`src/rtl/decode_dispatch_stage_if.sv`:
```
// Handshake and data bundle for decode_dispatch_stage.
//   slave  : the stage itself (fetch in, register-file read, issue out, writeback in)
//   master : the environment around the stage (fetch, register file, ALU cluster, writeback)
// Signal groups:
//   fetch     : iINSTR_VALID / oINSTR_READY / iINSTR
//   regfile   : oRS1 / oRS2 addresses out, iRS1_DATA / iRS2_DATA back (same cycle)
//   issue     : oISSUE_VALID / iISSUE_READY plus oFMT/oOPCODE/oRD/oALU_IN1/oALU_IN2/oIMM/oILLEGAL
//   writeback : iWB_VALID / iWB_RD / iWB_DATA
interface decode_dispatch_stage_if #(
  parameter int XLEN = 32
);
  logic            iINSTR_VALID;
  logic            oINSTR_READY;
  logic [31:0]     iINSTR;
  logic [4:0]      oRS1;
  logic [4:0]      oRS2;
  logic [XLEN-1:0] iRS1_DATA;
  logic [XLEN-1:0] iRS2_DATA;
  logic            oISSUE_VALID;
  logic            iISSUE_READY;
  logic [5:0]      oFMT;
  logic [6:0]      oOPCODE;
  logic [4:0]      oRD;
  logic [XLEN-1:0] oALU_IN1;
  logic [XLEN-1:0] oALU_IN2;
  logic [XLEN-1:0] oIMM;
  logic            oILLEGAL;
  logic            iWB_VALID;
  logic [4:0]      iWB_RD;
  logic [XLEN-1:0] iWB_DATA;

  modport slave (
    input  iINSTR_VALID, iINSTR, iRS1_DATA, iRS2_DATA, iISSUE_READY,
           iWB_VALID, iWB_RD, iWB_DATA,
    output oINSTR_READY, oRS1, oRS2, oISSUE_VALID, oFMT, oOPCODE, oRD,
           oALU_IN1, oALU_IN2, oIMM, oILLEGAL
  );

  modport master (
    output iINSTR_VALID, iINSTR, iRS1_DATA, iRS2_DATA, iISSUE_READY,
           iWB_VALID, iWB_RD, iWB_DATA,
    input  oINSTR_READY, oRS1, oRS2, oISSUE_VALID, oFMT, oOPCODE, oRD,
           oALU_IN1, oALU_IN2, oIMM, oILLEGAL
  );
endinterface

```
`src/rtl/decode_dispatch_stage.sv`:
```
// decode_dispatch_stage: buffers fetched instructions in a small FIFO, decodes
// the head (R/I/S/B/U/J), reads the register file combinationally and issues
// into a registered slot with valid/ready. A busy-register scoreboard, set on
// issue and cleared by writeback, blocks RAW/WAW hazards.
// Ports:
//   CLK    rising-edge clock
//   RST_N  asynchronous active-low reset
//   bus    decode_dispatch_stage_if.slave (fetch, regfile read, issue, writeback)
// Build option:
//   SCOREBOARD_BYPASS_EN  when defined, a same-cycle writeback clears the hazard
//                         and its data is forwarded into the issued operands.
//                         When undefined, iWB_DATA is ignored.
module decode_dispatch_stage #(
  parameter int XLEN  = 32,
  parameter int DEPTH = 2,
  parameter int NREG  = 32
) (
  input logic                   CLK,
  input logic                   RST_N,
  decode_dispatch_stage_if.slave bus
);
  localparam int AW = (DEPTH > 1) ? $clog2(DEPTH) : 1;
  localparam logic [AW:0] FULL = DEPTH[AW:0];

  localparam logic [6:0] OP_R    = 7'b0110011;
  localparam logic [6:0] OP_IMM  = 7'b0010011;
  localparam logic [6:0] OP_LOAD = 7'b0000011;
  localparam logic [6:0] OP_JALR = 7'b1100111;
  localparam logic [6:0] OP_S    = 7'b0100011;
  localparam logic [6:0] OP_B    = 7'b1100011;
  localparam logic [6:0] OP_LUI  = 7'b0110111;
  localparam logic [6:0] OP_AUI  = 7'b0010111;
  localparam logic [6:0] OP_J    = 7'b1101111;

  // ---------------- FIFO ----------------
  logic [31:0]   mem [DEPTH];
  logic [AW-1:0] wrPtr, rdPtr;
  logic [AW:0]   count;
  logic          rstDone;   // holds ready low until the first edge after release
  logic          push, pop, headValid;
  logic [31:0]   head;

  assign headValid        = (count != '0);
  assign head             = mem[rdPtr];
  assign bus.oINSTR_READY = rstDone & (count != FULL);
  assign push             = bus.iINSTR_VALID & bus.oINSTR_READY;

  always_ff @(posedge CLK) begin
    if (push) mem[wrPtr] <= bus.iINSTR;
  end

  always_ff @(posedge CLK or negedge RST_N) begin
    if (!RST_N) begin
      rstDone <= 1'b0;
      wrPtr   <= '0;
      rdPtr   <= '0;
      count   <= '0;
    end else begin
      rstDone <= 1'b1;
      if (push) wrPtr <= wrPtr + 1'b1;
      if (pop)  rdPtr <= rdPtr + 1'b1;
      case ({push, pop})
        2'b10:   count <= count + 1'b1;
        2'b01:   count <= count - 1'b1;
        default: count <= count;
      endcase
    end
  end

  // ---------------- head decode ----------------
  logic [6:0]        op;
  logic              fR, fI, fS, fB, fU, fJ, illegal, writesRd;
  logic [5:0]        fmt;
  logic [4:0]        rd, rs1, rs2;
  logic signed [31:0] immRaw;
  logic [XLEN-1:0]   imm;

  always_comb begin
    op       = head[6:0];
    // Flags are qualified by headValid so an empty FIFO decodes to all zeros.
    fR       = headValid & (op == OP_R);
    fI       = headValid & ((op == OP_IMM) | (op == OP_LOAD) | (op == OP_JALR));
    fS       = headValid & (op == OP_S);
    fB       = headValid & (op == OP_B);
    fU       = headValid & ((op == OP_LUI) | (op == OP_AUI));
    fJ       = headValid & (op == OP_J);
    fmt      = {fJ, fU, fB, fS, fI, fR};
    illegal  = headValid & ~(|fmt);
    writesRd = fR | fI | fU | fJ;
    // Illegal opcodes zero every register field, so they never touch the
    // scoreboard and never stall.
    rd       = writesRd          ? head[11:7]  : 5'd0;
    rs1      = (fR | fI | fS | fB) ? head[19:15] : 5'd0;
    rs2      = (fR | fS | fB)      ? head[24:20] : 5'd0;

    immRaw = '0;
    unique case (1'b1)
      fI:      immRaw = {{20{head[31]}}, head[31:20]};
      fS:      immRaw = {{20{head[31]}}, head[31:25], head[11:7]};
      fB:      immRaw = {{19{head[31]}}, head[31], head[7], head[30:25], head[11:8], 1'b0};
      fU:      immRaw = {head[31:12], 12'b0};
      fJ:      immRaw = {{11{head[31]}}, head[31], head[19:12], head[20], head[30:21], 1'b0};
      default: immRaw = '0;
    endcase
    imm = XLEN'(immRaw);
  end

  assign bus.oRS1 = rs1;
  assign bus.oRS2 = rs2;

  // ---------------- hazard / operands ----------------
  logic [NREG-1:0] busy;
  logic [31:0]     busyEff;
  logic            stall, issue;
  logic [XLEN-1:0] in1, in2;

  always_comb begin
    busyEff = 32'(busy);
`ifdef SCOREBOARD_BYPASS_EN
    // A writeback landing this cycle already satisfies the dependency.
    if (bus.iWB_VALID) busyEff[bus.iWB_RD] = 1'b0;
    in1 = (bus.iWB_VALID && rs1 != 5'd0 && rs1 == bus.iWB_RD) ? bus.iWB_DATA : bus.iRS1_DATA;
    in2 = (bus.iWB_VALID && rs2 != 5'd0 && rs2 == bus.iWB_RD) ? bus.iWB_DATA : bus.iRS2_DATA;
`else
    in1 = bus.iRS1_DATA;
    in2 = bus.iRS2_DATA;
`endif
    busyEff[0] = 1'b0;
    if (!(fR | fI | fS | fB)) in1 = '0;
    if (!(fR | fS | fB))      in2 = '0;
    stall = busyEff[rs1] | busyEff[rs2] | (writesRd & busyEff[rd]);
    issue = headValid & ~stall & (~bus.oISSUE_VALID | bus.iISSUE_READY);
  end

  assign pop = issue;

  // ---------------- scoreboard ----------------
  logic [31:0] sbNext;

  always_comb begin
    sbNext = 32'(busy);
    // Clear before set: with bypass a WAW on the writeback register must
    // leave the new writer marked busy.
    if (bus.iWB_VALID) sbNext[bus.iWB_RD] = 1'b0;
    if (issue && writesRd && rd != 5'd0) sbNext[rd] = 1'b1;
    sbNext[0] = 1'b0;
  end

  always_ff @(posedge CLK or negedge RST_N) begin
    if (!RST_N) busy <= '0;
    else        busy <= sbNext[NREG-1:0];
  end

  // ---------------- issue slot ----------------
  always_ff @(posedge CLK or negedge RST_N) begin
    if (!RST_N) begin
      bus.oISSUE_VALID <= 1'b0;
      bus.oFMT         <= '0;
      bus.oOPCODE      <= '0;
      bus.oRD          <= '0;
      bus.oALU_IN1     <= '0;
      bus.oALU_IN2     <= '0;
      bus.oIMM         <= '0;
      bus.oILLEGAL     <= 1'b0;
    end else if (issue) begin
      bus.oISSUE_VALID <= 1'b1;
      bus.oFMT         <= fmt;
      bus.oOPCODE      <= op;
      bus.oRD          <= rd;
      bus.oALU_IN1     <= in1;
      bus.oALU_IN2     <= in2;
      bus.oIMM         <= imm;
      bus.oILLEGAL     <= illegal;
    end else if (bus.iISSUE_READY) begin
      bus.oISSUE_VALID <= 1'b0;
    end
  end
endmodule

```
`src/flat_wrapper.sv`:
```
// flat-port wrapper written by rule: the top's interface ports become plain ports
module decode_dispatch_stage_flat 
#(
  parameter int XLEN  = 32,
  parameter int DEPTH = 2,
  parameter int NREG  = 32
)
  (CLK, RST_N, bus_iINSTR_VALID, bus_iINSTR, bus_iRS1_DATA, bus_iRS2_DATA, bus_iISSUE_READY, bus_iWB_VALID, bus_iWB_RD, bus_iWB_DATA, bus_oINSTR_READY, bus_oRS1, bus_oRS2, bus_oISSUE_VALID, bus_oFMT, bus_oOPCODE, bus_oRD, bus_oALU_IN1, bus_oALU_IN2, bus_oIMM, bus_oILLEGAL);
  decode_dispatch_stage_if #(.XLEN(XLEN)) bus_i ();
  input logic CLK;
  input logic RST_N;
  input wire logic [$bits(bus_i.iINSTR_VALID)-1:0] bus_iINSTR_VALID;
  input wire logic [$bits(bus_i.iINSTR)-1:0] bus_iINSTR;
  input wire logic [$bits(bus_i.iRS1_DATA)-1:0] bus_iRS1_DATA;
  input wire logic [$bits(bus_i.iRS2_DATA)-1:0] bus_iRS2_DATA;
  input wire logic [$bits(bus_i.iISSUE_READY)-1:0] bus_iISSUE_READY;
  input wire logic [$bits(bus_i.iWB_VALID)-1:0] bus_iWB_VALID;
  input wire logic [$bits(bus_i.iWB_RD)-1:0] bus_iWB_RD;
  input wire logic [$bits(bus_i.iWB_DATA)-1:0] bus_iWB_DATA;
  output wire logic [$bits(bus_i.oINSTR_READY)-1:0] bus_oINSTR_READY;
  output wire logic [$bits(bus_i.oRS1)-1:0] bus_oRS1;
  output wire logic [$bits(bus_i.oRS2)-1:0] bus_oRS2;
  output wire logic [$bits(bus_i.oISSUE_VALID)-1:0] bus_oISSUE_VALID;
  output wire logic [$bits(bus_i.oFMT)-1:0] bus_oFMT;
  output wire logic [$bits(bus_i.oOPCODE)-1:0] bus_oOPCODE;
  output wire logic [$bits(bus_i.oRD)-1:0] bus_oRD;
  output wire logic [$bits(bus_i.oALU_IN1)-1:0] bus_oALU_IN1;
  output wire logic [$bits(bus_i.oALU_IN2)-1:0] bus_oALU_IN2;
  output wire logic [$bits(bus_i.oIMM)-1:0] bus_oIMM;
  output wire logic [$bits(bus_i.oILLEGAL)-1:0] bus_oILLEGAL;
  assign bus_i.iINSTR_VALID = bus_iINSTR_VALID;
  assign bus_i.iINSTR = bus_iINSTR;
  assign bus_i.iRS1_DATA = bus_iRS1_DATA;
  assign bus_i.iRS2_DATA = bus_iRS2_DATA;
  assign bus_i.iISSUE_READY = bus_iISSUE_READY;
  assign bus_i.iWB_VALID = bus_iWB_VALID;
  assign bus_i.iWB_RD = bus_iWB_RD;
  assign bus_i.iWB_DATA = bus_iWB_DATA;
  assign bus_oINSTR_READY = bus_i.oINSTR_READY;
  assign bus_oRS1 = bus_i.oRS1;
  assign bus_oRS2 = bus_i.oRS2;
  assign bus_oISSUE_VALID = bus_i.oISSUE_VALID;
  assign bus_oFMT = bus_i.oFMT;
  assign bus_oOPCODE = bus_i.oOPCODE;
  assign bus_oRD = bus_i.oRD;
  assign bus_oALU_IN1 = bus_i.oALU_IN1;
  assign bus_oALU_IN2 = bus_i.oALU_IN2;
  assign bus_oIMM = bus_i.oIMM;
  assign bus_oILLEGAL = bus_i.oILLEGAL;
  decode_dispatch_stage #(.XLEN(XLEN), .DEPTH(DEPTH), .NREG(NREG)) u_core (.CLK(CLK), .RST_N(RST_N), .bus(bus_i));
endmodule
```
`config.mk`:
```
export PLATFORM = sky130hd
export DESIGN_NAME = decode_dispatch_stage_flat
export DESIGN_NICKNAME = d
export VERILOG_FILES = /design/src/rtl/decode_dispatch_stage_if.sv /design/src/rtl/decode_dispatch_stage.sv /design/src/flat_wrapper.sv
export SDC_FILE = /design/constraint.sdc
export NUM_CORES = 1
export LEC_CHECK = 0
export ABC_AREA = 1
export BUFFER_PORTS_ARGS = -buffer_cell sky130_fd_sc_hd__buf_2
export CAP_MARGIN = 20
export CORE_ASPECT_RATIO = 0.7
export CORE_UTILIZATION = 54
export DETAILED_ROUTE_END_ITERATION = 8
export MAX_ROUTING_LAYER = met4
export PLACE_DENSITY = 0.8
export REMOVE_ABC_BUFFERS = 1
export SLEW_MARGIN = 20
export SYNTH_ARGS = -nofsm -noshare
export SYNTH_HDL_FRONTEND = slang
export SYNTH_SLANG_ARGS = --single-unit
```
`constraint.sdc`:
```
create_clock -name CLK -period 4.4 [get_ports CLK]
set_input_delay 0.44 -clock CLK [delete_from_list [all_inputs] [get_ports CLK]]
set_output_delay 0.44 -clock CLK [all_outputs]
set_load 0.1 [all_outputs]
```
# Yosys cells after proc, flatten, opt, wreduce, memory -nomap -nowiden

Memory sizes are Yosys's and may differ from the RTL's.
Index checks and enable logic that the tools add are counted.
Widths: inputs -> output; s select.

Add/sub/neg operators: 4
Magnitude comparators: 6
Equality and inequality tests: 12
Multiplexer cells: 23
Bitwise operators: 31
Reductions and logical operators: 9

Operators by type and width:

| operator            | count |
|---|---|
| $pmux 32 s5         | 1 |
| $mux 32             | 4 |
| $and 32x32->32      | 1 |
| $not 32->32         | 1 |
| $or 32x32->32       | 1 |
| $lt 5x6->1 const B  | 4 |
| $eq 7x6->1 const B  | 3 |
| $eq 7x7->1 const B  | 3 |
| $bmux 1 s5          | 3 |
| $mux 5              | 3 |
| $eq 7x5->1 const B  | 2 |
| $or 1x1->1          | 13 |
| $and 1x1->1         | 12 |
| $demux 1 s5         | 2 |
| $ge 5x1->1 const B  | 2 |
| $mux 1              | 9 |
| $eq 7x2->1 const B  | 1 |
| $reduce_bool 2->1   | 3 |
| $reduce_or 6->1     | 1 |
| $reduce_bool 5->1   | 1 |
| $logic_and 1x1->1   | 4 |
| $pmux 2 s2          | 1 |
| $not 1->1           | 3 |
| $add 1x1->1 const B | 2 |
| 5 further kinds     | 5 |

Flip-flop bits (word level): 152
Memory bits (writable): 64
Bits of input ports: 138
Output and inout bits: 127
Logic and storage cells: 99
Memories kept: 1

Memory list:

| name       | words | width | read ports | clocked after Yosys merged registers in | write ports | line                        | source |
|---|---|---|---|---|---|---|---|
| u_core.mem | 2     | 32    | 1          | 0                                       | 1           | decode_dispatch_stage.sv:36 | `logic [31:0] mem [DEPTH];` |

# Depth between registers and ports, before layout

Gate-level depths: netlist of the first run.
An unclocked memory read counts as a cell.

Word-level depth: 19
Mapped depth: 32
Gate-level depth less buffers: 26

# Least setup slack after synthesis of the first run

OpenSTA, ideal clock, no wires.

Kind: register -> register
From: register u_core.count[0]
To: memory u_core.mem[1][0] (enable)
Library setup time: 0.421 ns
Data arrival time: 4.593 ns
Data required time: 3.979 ns
Slack: -0.614 ns
Cell stages (with the launch flop): 5
Path buffers: 0
Period minus slack after synthesis: 5.014 ns
Cells stage by stage: dfrtp_1 inv_1 a21boi_0 nand2_1 nor2_1

Word-level cells in the longest chain between the ends: 5

Ends and longest elaborated chain:

| item                         | line                        | source |
|---|---|---|
| start, declared              | decode_dispatch_stage.sv:38 | `logic [AW:0] count;` |
| start signal, assigned       | decode_dispatch_stage.sv:63 | `2'b10: count <= count + 1'b1;` |
| start signal, assigned       | decode_dispatch_stage.sv:64 | `2'b01: count <= count - 1'b1;` |
| start signal, assigned       | decode_dispatch_stage.sv:65 | `default: count <= count;` |
| $ne 2x2->1                   | decode_dispatch_stage.sv:45 | `assign bus.oINSTR_READY = rstDone & (count != FULL);` |
| $and 1x1->1                  | decode_dispatch_stage.sv:45 |  |
| named net bus_oINSTR_READY   | flat_wrapper.sv:20          | `output wire logic [$bits(bus_i.oINSTR_READY)-1:0] bus_oINSTR_READY;` |
| $and 1x1->1                  | decode_dispatch_stage.sv:46 | `assign push = bus.iINSTR_VALID & bus.oINSTR_READY;` |
| $mux 1                       | decode_dispatch_stage.sv:49 | `if (push) mem[wrPtr] <= bus.iINSTR;` |
| $mux 1 (not written as such) | decode_dispatch_stage.sv:49 |  |
| end, declared                | decode_dispatch_stage.sv:36 |  |

The timed path passes the listed nets, and every way through them passes these cells.

# Worst setup path after layout of the first run

From: register u_core.rdPtr
To: register u_core.bus.oRD[4]

Word-level cells in the longest chain between the ends: 16
Elaborated cells on any way between the ends: 41
Those cells by class: eq/ne: 9; mux: 9; bitwise: 22; memory: 1

Ends and longest elaborated chain:

| item                                              | line                                                     | source |
|---|---|---|
| start, declared                                   | decode_dispatch_stage.sv:37                              | `logic [AW-1:0] wrPtr, rdPtr;` |
| start signal, assigned                            | decode_dispatch_stage.sv:61                              | `if (pop) rdPtr <= rdPtr + 1'b1;` |
| $mem_v2 2x32 (*)                                  | n/a                                                      |  |
| $eq 7x5->1 or $eq 7x2->1 (tied branches)          | decode_dispatch_stage.sv:82                              | `fI = headValid & ((op == OP_IMM) \| (op == OP_LOAD) \| (op == OP_JALR));` |
| $or 1x1->1 (2 in a row)                           | decode_dispatch_stage.sv:82                              |  |
| $and 1x1->1                                       | decode_dispatch_stage.sv:82                              |  |
| $or 1x1->1                                        | decode_dispatch_stage.sv:89, decode_dispatch_stage.sv:93 |  |
| $or 1x1->1, on equally long branches (2 in a row) | decode_dispatch_stage.sv:93, decode_dispatch_stage.sv:89 |  |
| $mux 5, on equally long branches                  | decode_dispatch_stage.sv:93, decode_dispatch_stage.sv:92 |  |
| $bmux 1 s5                                        | decode_dispatch_stage.sv:131                             | `stall = busyEff[rs1] \| busyEff[rs2] \| (writesRd & busyEff[rd]);` |
| $mux 1 (not written as such)                      | decode_dispatch_stage.sv:131                             |  |
| $or 1x1->1 or $and 1x1->1 (tied branches)         | decode_dispatch_stage.sv:131                             |  |
| $or 1x1->1                                        | decode_dispatch_stage.sv:131                             |  |
| $not 1->1                                         | decode_dispatch_stage.sv:132                             | `issue = headValid & ~stall & (~bus.oISSUE_VALID \| bus.iISSUE_READY);` |
| $and 1x1->1 (2 in a row)                          | decode_dispatch_stage.sv:132                             |  |
| end signal, assigned                              | decode_dispatch_stage.sv:169                             | `bus.oRD <= rd;` |
| end, declared                                     | decode_dispatch_stage_if.sv:35                           | `output oINSTR_READY, oRS1, oRS2, oISSUE_VALID, oFMT, oOPCODE, oRD,` |

Mark *: on every way between the ends. The rest lies on a longest branch, timed or not. The select of a mux whose other input is x is not followed.
A chain may end at the register's enable or synchronous reset.

==> metrics.md, run 1 <==
| Metric | Value |
|---|---|
| Port Buf Inserts | 232 |
| Slew headroom | 32.3% |
| Critical path's slowest cell | buf_12 |
| Die width | 172 um |
| Sequential share of power | 32.3% |
| Synth cell types | 40 |
| Post-route cell area | 0.0131 mm2 |
| Clk pwr share | about a quarter |
| Post-CTS resize count | 0 |
| RSZ-0062 raised after global routing | false |
| Mux cell area share after synthesis | 0.642% |
| Sw Share | 46.7% |
| Placement Cell Area | 0.0123 mm2 |
| Routed vias/inst | 5.50 |
| Remaining Overflow, GRT | 0 |
| Outcome | complete, no violations |
| Worst VDD drop | 486 uV |
| Register area share after synthesis | between 50% and 60% |
| First-pass GRT wire length | 47,500 um |
| Crit Path Max Fanout | between 100 and 150 |
| CTS Buf Count | 22 |
| Gr usage total | 30.5% |
| Yosys top cell by area | dfrtp_1 |
| Gate power share | 42.7% |
| Synth-to-Final Area Change | 19.8% |
| Synth Area in XOR/XNOR | 0.241% |
| CTS tree | built |
| Synth Area in Compound Gates | 4.16% |
| # rows | 43 |
| I/O pin cnt | 265 |
| H-tree levels | 1 |
| CTS root buf | clkbuf_16 |
| Final GP Congestion | 0.955 |
| Initial antenna violation count | 3 |
| Initial core utilization | 55.1% |
| Synth Area in Simple Gates | approximately a third |
| WP data arrival | 4560 ps |
| Crit start category | flip-flop |
| Worst slew pin tran | between 1000 and 1500 ps |
| Die Height | about 120 um |
| Final Cycle Share | 93.5% |
| Minimum clock period | 4110 ps |
| Die ar. | 0.0208 mm2 |
| Clock buffer depth | 3 |
| Post-synth top area share | between 30% and 40% |
| DP HPWL | between 20,000 and 25,000 um |
| Static Leak | 0.00700 uW |
| Max_cap viols | 0 |
| Routed vias | just over 10,000 |
| Count leader, synth | nand2_1 |
| WL final | 31,100 um |
| Final Hold Fails | 0 |
| Critical path class | reg2reg |
| Clock Sinks | 216 |
| Crit path largest cell delay | approximately 480 ps |
| 1st-iter DRT viols | 1,080 |
| Largest family of logic cells by synthesized area | simple AND/OR/NAND/NOR gates |
| Clock Skew | 17.3 ps |
| Setup crit end kind | flip-flop |
| DR pass1 iterations | 8 |
| Int Pwr | between 4000 and 5000 uW |
| Post-synth ARST share | 70.4% |
| Setup Fix Bufs, Post-CTS | 0 |
| Synth area leaders | dfrtp_1 (35%), nand2_1 (18%), edfxtp_1 (18%), nand3_1 (6.1%), nand3b_1 (4.7%) |
| Fmax | 243 MHz |
| Pwr dens | roughly 580 mW/mm2 |
| Post-layout util | 66.0% |
| DRC | 0 |
| Synth top cells by count | nand2_1 (523), dfrtp_1 (152), nand3_1 (132), inv_1 (83), nor2_1 (73) |
| Largest net degree at the start of global routing | 148 |
| CTS Hold Bufs | 0 |
| ANT nets after route | 0 |
| Nets | 1,678 |
| Setup violators final | 0 |
| Worst-path clk slew | 60 ps |
| EDFF count, synth | 64 |
| Max-slew violations | 0 |
| Mapped cell area | 0.0109 mm2 |
| Hold WC Path Type | in2async |
| CP Cell Sequence | inv_4 -> nand2_1 -> nand2_1 -> nand2_1 -> nor2_1 -> nand3_2 -> nand2_2 -> inv_2 -> nand2_4 -> buf_4 -> nand3_1 -> nand3_1 -> nand3_1 -> nand3_1 -> nand3_1 -> nand2_1 -> nand2_1 -> nor2_8 -> buf_12 -> nand3_1 -> nand2_1 |
| Clock latency on the worst-skew pair | 510 ps |
| CORE AREA | 0.0198 mm2 |
| Adder-cell area share of the yosys netlist | less than 1% |
| Yosys warnings | 0 |
| Post-synthesis cell count | 1,335 |
| Seq cells post-synth | ~220 |
| Drt wl/cell | 17.0 um |
| Vias in the first global route | 8,925 |
| Switch Pwr | 3520 uW |
| Avg Cell Area, Syn | 8.17 um2 |
| FILL cells | ~1,700 |
| Critical path required time | 4840 ps |
| Layout cell share with drive strength beyond 1 | 20.9% |
| Top FF cell, synth | dfrtp_1 |
final timing paths:
kind | startpoint | to | slack [ps] | cells after the start
max in group asynchronous | RST_N | u_core.bus.oALU_IN1[1] | 3420 | 2
min in group CLK | bus_iINSTR[9] | u_core.mem[1][9] | 120 | 1
max reg2reg | u_core.rdPtr | u_core.bus.oRD[4] | 290 | 21
max | u_core.rdPtr | u_core.bus.oRD[4] | 290 | 21
min reg2reg | u_core.bus.oOPCODE[0] | u_core.bus.oOPCODE[0] | 460 | 2
min | RST_N | u_core.bus.oALU_IN2[20] | 40 | 1
cell usage in the layout, fill, tap and decap left out, drive strengths merged, types with 5 or more instances in the layout:
cell,synthesis,final
o2111ai,5,5
o21ai,65,65
nand4,35,35
clkbuf,22,32
buf,49,251
dfrtp,152,152
nand3b,69,69
a21oi,6,6
mux2i,7,7
inv,97,98
edfxtp,64,64
nand3,134,134
nor2,78,78
nand2,537,537
worst max-delay path: cells and delay by family, from the launching register on:
family / cells / cell delay (ps)
buffers and inverters: 4 / 1170
flip-flops: 1 / 440
AND/OR/NAND/NOR: 17 / 2300
cells by family (layout without fill, tap and decap cells):
kind of cell,after synthesis,after routing
buffers and inverters,168,388
adders and majority gates,1,1
muxes,7,7
other,1,4
and+or+nand+nor,856,856
AOI/OAI and AO/OA,83,83
DFF,216,216
xor gates and xnor gates,3,3
state kept, by name, summed over array words and instances (netlist names), 5 cells and up:
register,cells
u_core.bus.oALU_IN1,32
u_core.bus.oALU_IN2,32
u_core.bus.oFMT,6
u_core.bus.oIMM,32
u_core.bus.oOPCODE,7
u_core.bus.oRD,5
u_core.busy,31
u_core.mem,64
power by group through the flow:
stage / Combinational [uW] / Clock, uW / Sequential, uW
final: 3220 / 1880 / 2440
after global routing: 3420 / 2000 / 2460
after CTS: 3190 / 1910 / 2430
after detailed placement: 3180 / 0 / 2470
after global placement: 3140 / 0 / 2460
after floorplan: 1270 / 0 / 3460
metal layers:
metal | vias to the layer above | routed length (um) | part of all wire (%) | track usage, %
li1 | 4741 | - | - | -
met4 | 0 | 692 | 2.2 | 7.74
met1 | 4729 | 13400 | 43 | 43.4
met3 | 54 | 3350 | 11 | 6.72
met2 | 533 | 13600 | 44 | 44.4
met5 | - | 0 | 0 | -
cell type report:
class	instances	area [um2]	area share (%)
flip-flops and latches	216	5730	43.8
multi-input cells	951	4420	33.8
repair buffers	251	1470	11.3
clock buffers	32	628	4.81
inverters	97	367	2.81
well taps	270	338	2.59
clock inverters	8	105	0.805
diodes	3	7.51	0.0575
through the flow:
stage	setup TNS [ps]	total power [uW]	std cells	setup WS [ps]	hold slack (ps)
floorplan	-366670	4730	1264	-2850	144
global placement	0	5600	1785	495	449
detailed placement	0	5650	1785	407	453
CTS	0	7540	1825	330	81.7
global route	0	7880	1828	25.2	95.5
finish	0	7530	1828	286	37.9
(Power assumes the default switching activity.)
==> run 2: changes to the inputs <==
--- a/config.mk
+++ b/config.mk
@@ -12,2 +12,3 @@
 export CORE_UTILIZATION = 54
+export CTS_CLUSTER_SIZE = 24
 export DETAILED_ROUTE_END_ITERATION = 8
@@ -15,2 +16,3 @@
 export PLACE_DENSITY = 0.8
+export RECOVER_POWER = 25
 export REMOVE_ABC_BUFFERS = 1
==> constraint.sdc (replaced) <==
create_clock -name CLK -period 4.4 [get_ports CLK]
set_input_delay 0.88 -clock CLK [delete_from_list [all_inputs] [get_ports CLK]]
set_output_delay 0.88 -clock CLK [all_outputs]
set_load 0.1 [all_outputs]
==> run 2 against run 1 <==
  * The run now ends with capacitance limit, slew limit left
  * Flip-flop and latch count unchanged
  * Hold slack gained 430 ps
  * Count of clock-buffer cells in the layout down 4
  * Die area is the same
  * Combinational power hardly changed
  * Total power hardly changed
  * Clock power about the same
  * Sequential share of layout area increased by 0.084 points
  * Sequential power about the same
  * Register-to-register slack worse by 80 ps
  * Via count up 0.35%
  * Largest power group unchanged
  * Highest routed layer unchanged
==> metrics.md, run 2 (synthesis gave the netlist of run 1 again) <==
| Metric | Value |
|---|---|
| Critical path required time | 4840 ps (about the same) |
| Minimum clock period | 4190 ps (+77.2 ps) |
| Final Cycle Share | 95.3% (+1.8 points) |
| Hold WC Path Type | reg2reg |
| Nets | 1,674 (-0.24%) |
| Outcome | finished with violations |
| Die Height | 121 um (unchanged) |
| Clock buffer depth | 3 (unchanged) |
| Crit start category | flip-flop |
| Setup Fix Bufs, Post-CTS | 0 (unchanged) |
| Int Pwr | 4010 uW (about the same) |
| Setup crit start | u_core.rdPtr |
| Hold slack | 463 ps (+426 ps) |
| ANT nets after route | 0 (unchanged) |
| CTS root buf | clkbuf_16 |
| Clock latency on the worst-skew pair | 510 ps (about the same) |
| Worst VDD drop | 512 uV (+5.3%) |
| Sw Share | 46.8% (about the same) |
| DP HPWL | 21,000 um (-1.7%) |
| Placed insts | 1,781 (-0.22%) |
| Gr usage total | 30.4% (-0.086 points) |
| CORE AREA | 0.0198 mm2 (unchanged) |
| Die ar. | 0.0208 mm2 (unchanged) |
| Max_cap viols | 1 (+1) |
| Finished Layout Cells | 1,822 (-0.33%) |
| I/O pin cnt | 265 (unchanged) |
| Final Hold Fails | 0 (unchanged) |
| CTS Buf Count | 22 (unchanged) |
| Initial antenna violation count | 1 (-2) |
| 1st-iter DRT viols | 1,177 (+9.0%) |
| First-pass GRT wire length | 47,900 um (+0.73%) |
| Crit Path Max Fanout | 147 (unchanged) |
| Layout cell share with drive strength beyond 1 | 19.5% (-1.4 points) |
| H-tree levels | 1 (unchanged) |
| Static Leak | 0.00694 uW (-0.87%) |
| Worst slew pin tran | 2520 ps (+1500 ps) |
| Violated checks | capacitance limit, slew limit |
| Clock Skew | 11.2 ps (-6.05 ps) |
| Fmax | 239 MHz (-1.8%) |
| Remaining Overflow, GRT | 0 (unchanged) |
| Most common cell after layout, fill and taps aside | nand2_1 |
| Slew headroom | -67.8% (-100 points) |
| Switch Pwr | 3520 uW (about the same) |
| Clk pwr share | 24.9% (about the same) |
| Final GP Congestion | 0.953 (-0.22%) |
| Critical path class | reg2reg |
| Commonest non-fill, non-tap cells in the layout | nand2_1 (522), buf_2 (202), dfrtp_1 (152) |
| Port Buf Inserts | 232 (unchanged) |
| Routed vias/inst | 5.54 (+0.68%) |
| Sequential share of power | 32.5% (+0.2 points) |
| Vias in the first global route | 8,999 (+0.83%) |
| Setup violators final | 0 (unchanged) |
| Largest register FFs | 64 (unchanged) |
| Clock Sinks | 216 (unchanged) |
| Gate power share | 42.6% (about the same) |
| Worst R2R Start | u_core.rdPtr |
| CTS tree | built |
| Setup crit end kind | flip-flop |
| Max-slew violations | 99 (+99) |
| DR pass1 iterations | 6 (-2) |
| Final setup TNS | 0 ps (unchanged) |
| FILL cells | 1,698 (+0.71%) |
| Die width | 172 um (unchanged) |
| Most flops, register | u_core.mem |
| CTS Hold Bufs | 0 (unchanged) |
| Largest net degree at the start of global routing | 149 (+0.68%) |
| Post-CTS resize count | 0 (unchanged) |
| Synth-to-Final Area Change | 19.5% |
| WP data arrival | 4630 ps (+70 ps) |
| Post-layout util | 65.8% (-0.13 points) |
| Worst-path clk slew | 60 ps (about the same) |
| RSZ-0062 raised after global routing | false |
| Pwr dens | 578 mW/mm2 (+0.18%) |
| Hold_sp | u_core.bus.oALU_IN1[20] |
| # rows | 43 (unchanged) |
| DRC | 0 (unchanged) |
| WL final | 31,000 um (-0.32%) |
| Place WS | 299 ps (-108 ps) |
| Routed vias | 10,100 (+0.35%) |
| Drt wl/cell | 17.0 um (about the same) |
| PnR worst setup slack | 209 ps (-77.2 ps) |
| Initial core utilization | 55.1% (unchanged) |
## run 2: cell count changes in the layout (fill, tap and decap cells not counted)
cell       change
buf_2         -20
clkbuf_1      +19
buf_4          -7
clkbuf_8       -4
clkinv_2       +4
buf_12         +2
diode_2        -2
buf_16         +1
bufinv_16      +1
clkbuf_2       +1
inv_4          -1
## run 2: worst paths after layout
path                                           endpoint  slack, ps  depth (start not counted)
worst max-delay path                     u_core.busy[8]        210                         22
worst min-delay path            u_core.bus.oALU_IN1[20]        460                          2
worst min register to register  u_core.bus.oALU_IN1[20]        460                          2
worst max register to register           u_core.busy[8]        210                         22
max in group asynchronous                  u_core.rdPtr       1780                          1
min in group asynchronous       u_core.bus.oALU_IN2[20]       1120                          1
## run 2: area by class of cell
class	count	area (um2)	share of cell area (%)
Tap cell	270	338	2.59
Clock inverter	12	149	1.14
Timing Repair Buffer	247	1460	11.2
Inverter	97	367	2.81
Clock buffer	28	573	4.40
Multi-Input combinational cell	951	4420	33.9
Antenna cell	1	2.50	0.0192
Sequential cell	216	5730	43.9
## run 2: through the flow
step           total power, uW  cell area (um2)
6_report                  7530            13000
5_1_grt                   7880            13000
4_1_cts                   7540            13100
3_5_place_dp              5660            12300
3_3_place_gp              5610            12300
2_1_floorplan             4730            10500
## run 2: per-layer routing
layer | vias up | routed length, um | track usage [%]
li1 | 4735 | - | -
met1 | 4732 | 13200 | 43.0
met2 | 559 | 13600 | 44.9
met3 | 66 | 3350 | 6.03
met4 | 0 | 828 | 8.19
met5 | - | 0 | -
## run 2: critical path: stages (launching register included)
cell and delay (ps):
dfrtp_1 540, inv_4 290, nand2_1 90, nand2_1 160, nand2_1 130, nor2_2 140, nand2_1 120, nand2_2 130
inv_2 100, nand3_4 220, nand2_2 250, nor2_2 280, nand2_1 80, nand2_1 70, nor2_1 40, nor2_1 200
nor2_1 90, nand2_1 130, nor2_4 60, nor2_8 130, buf_16 440, nand4_1 180, nand2_1 120
## run 2: power groups by stage
stage          registers (uW)  clock network, uW  logic [uW]
2_1_floorplan            3460                  0        1270
3_3_place_gp             2470                  0        3140
3_5_place_dp             2480                  0        3180
4_1_cts                  2440               1910        3180
5_1_grt                  2470               1990        3420
6_report                 2450               1880        3210
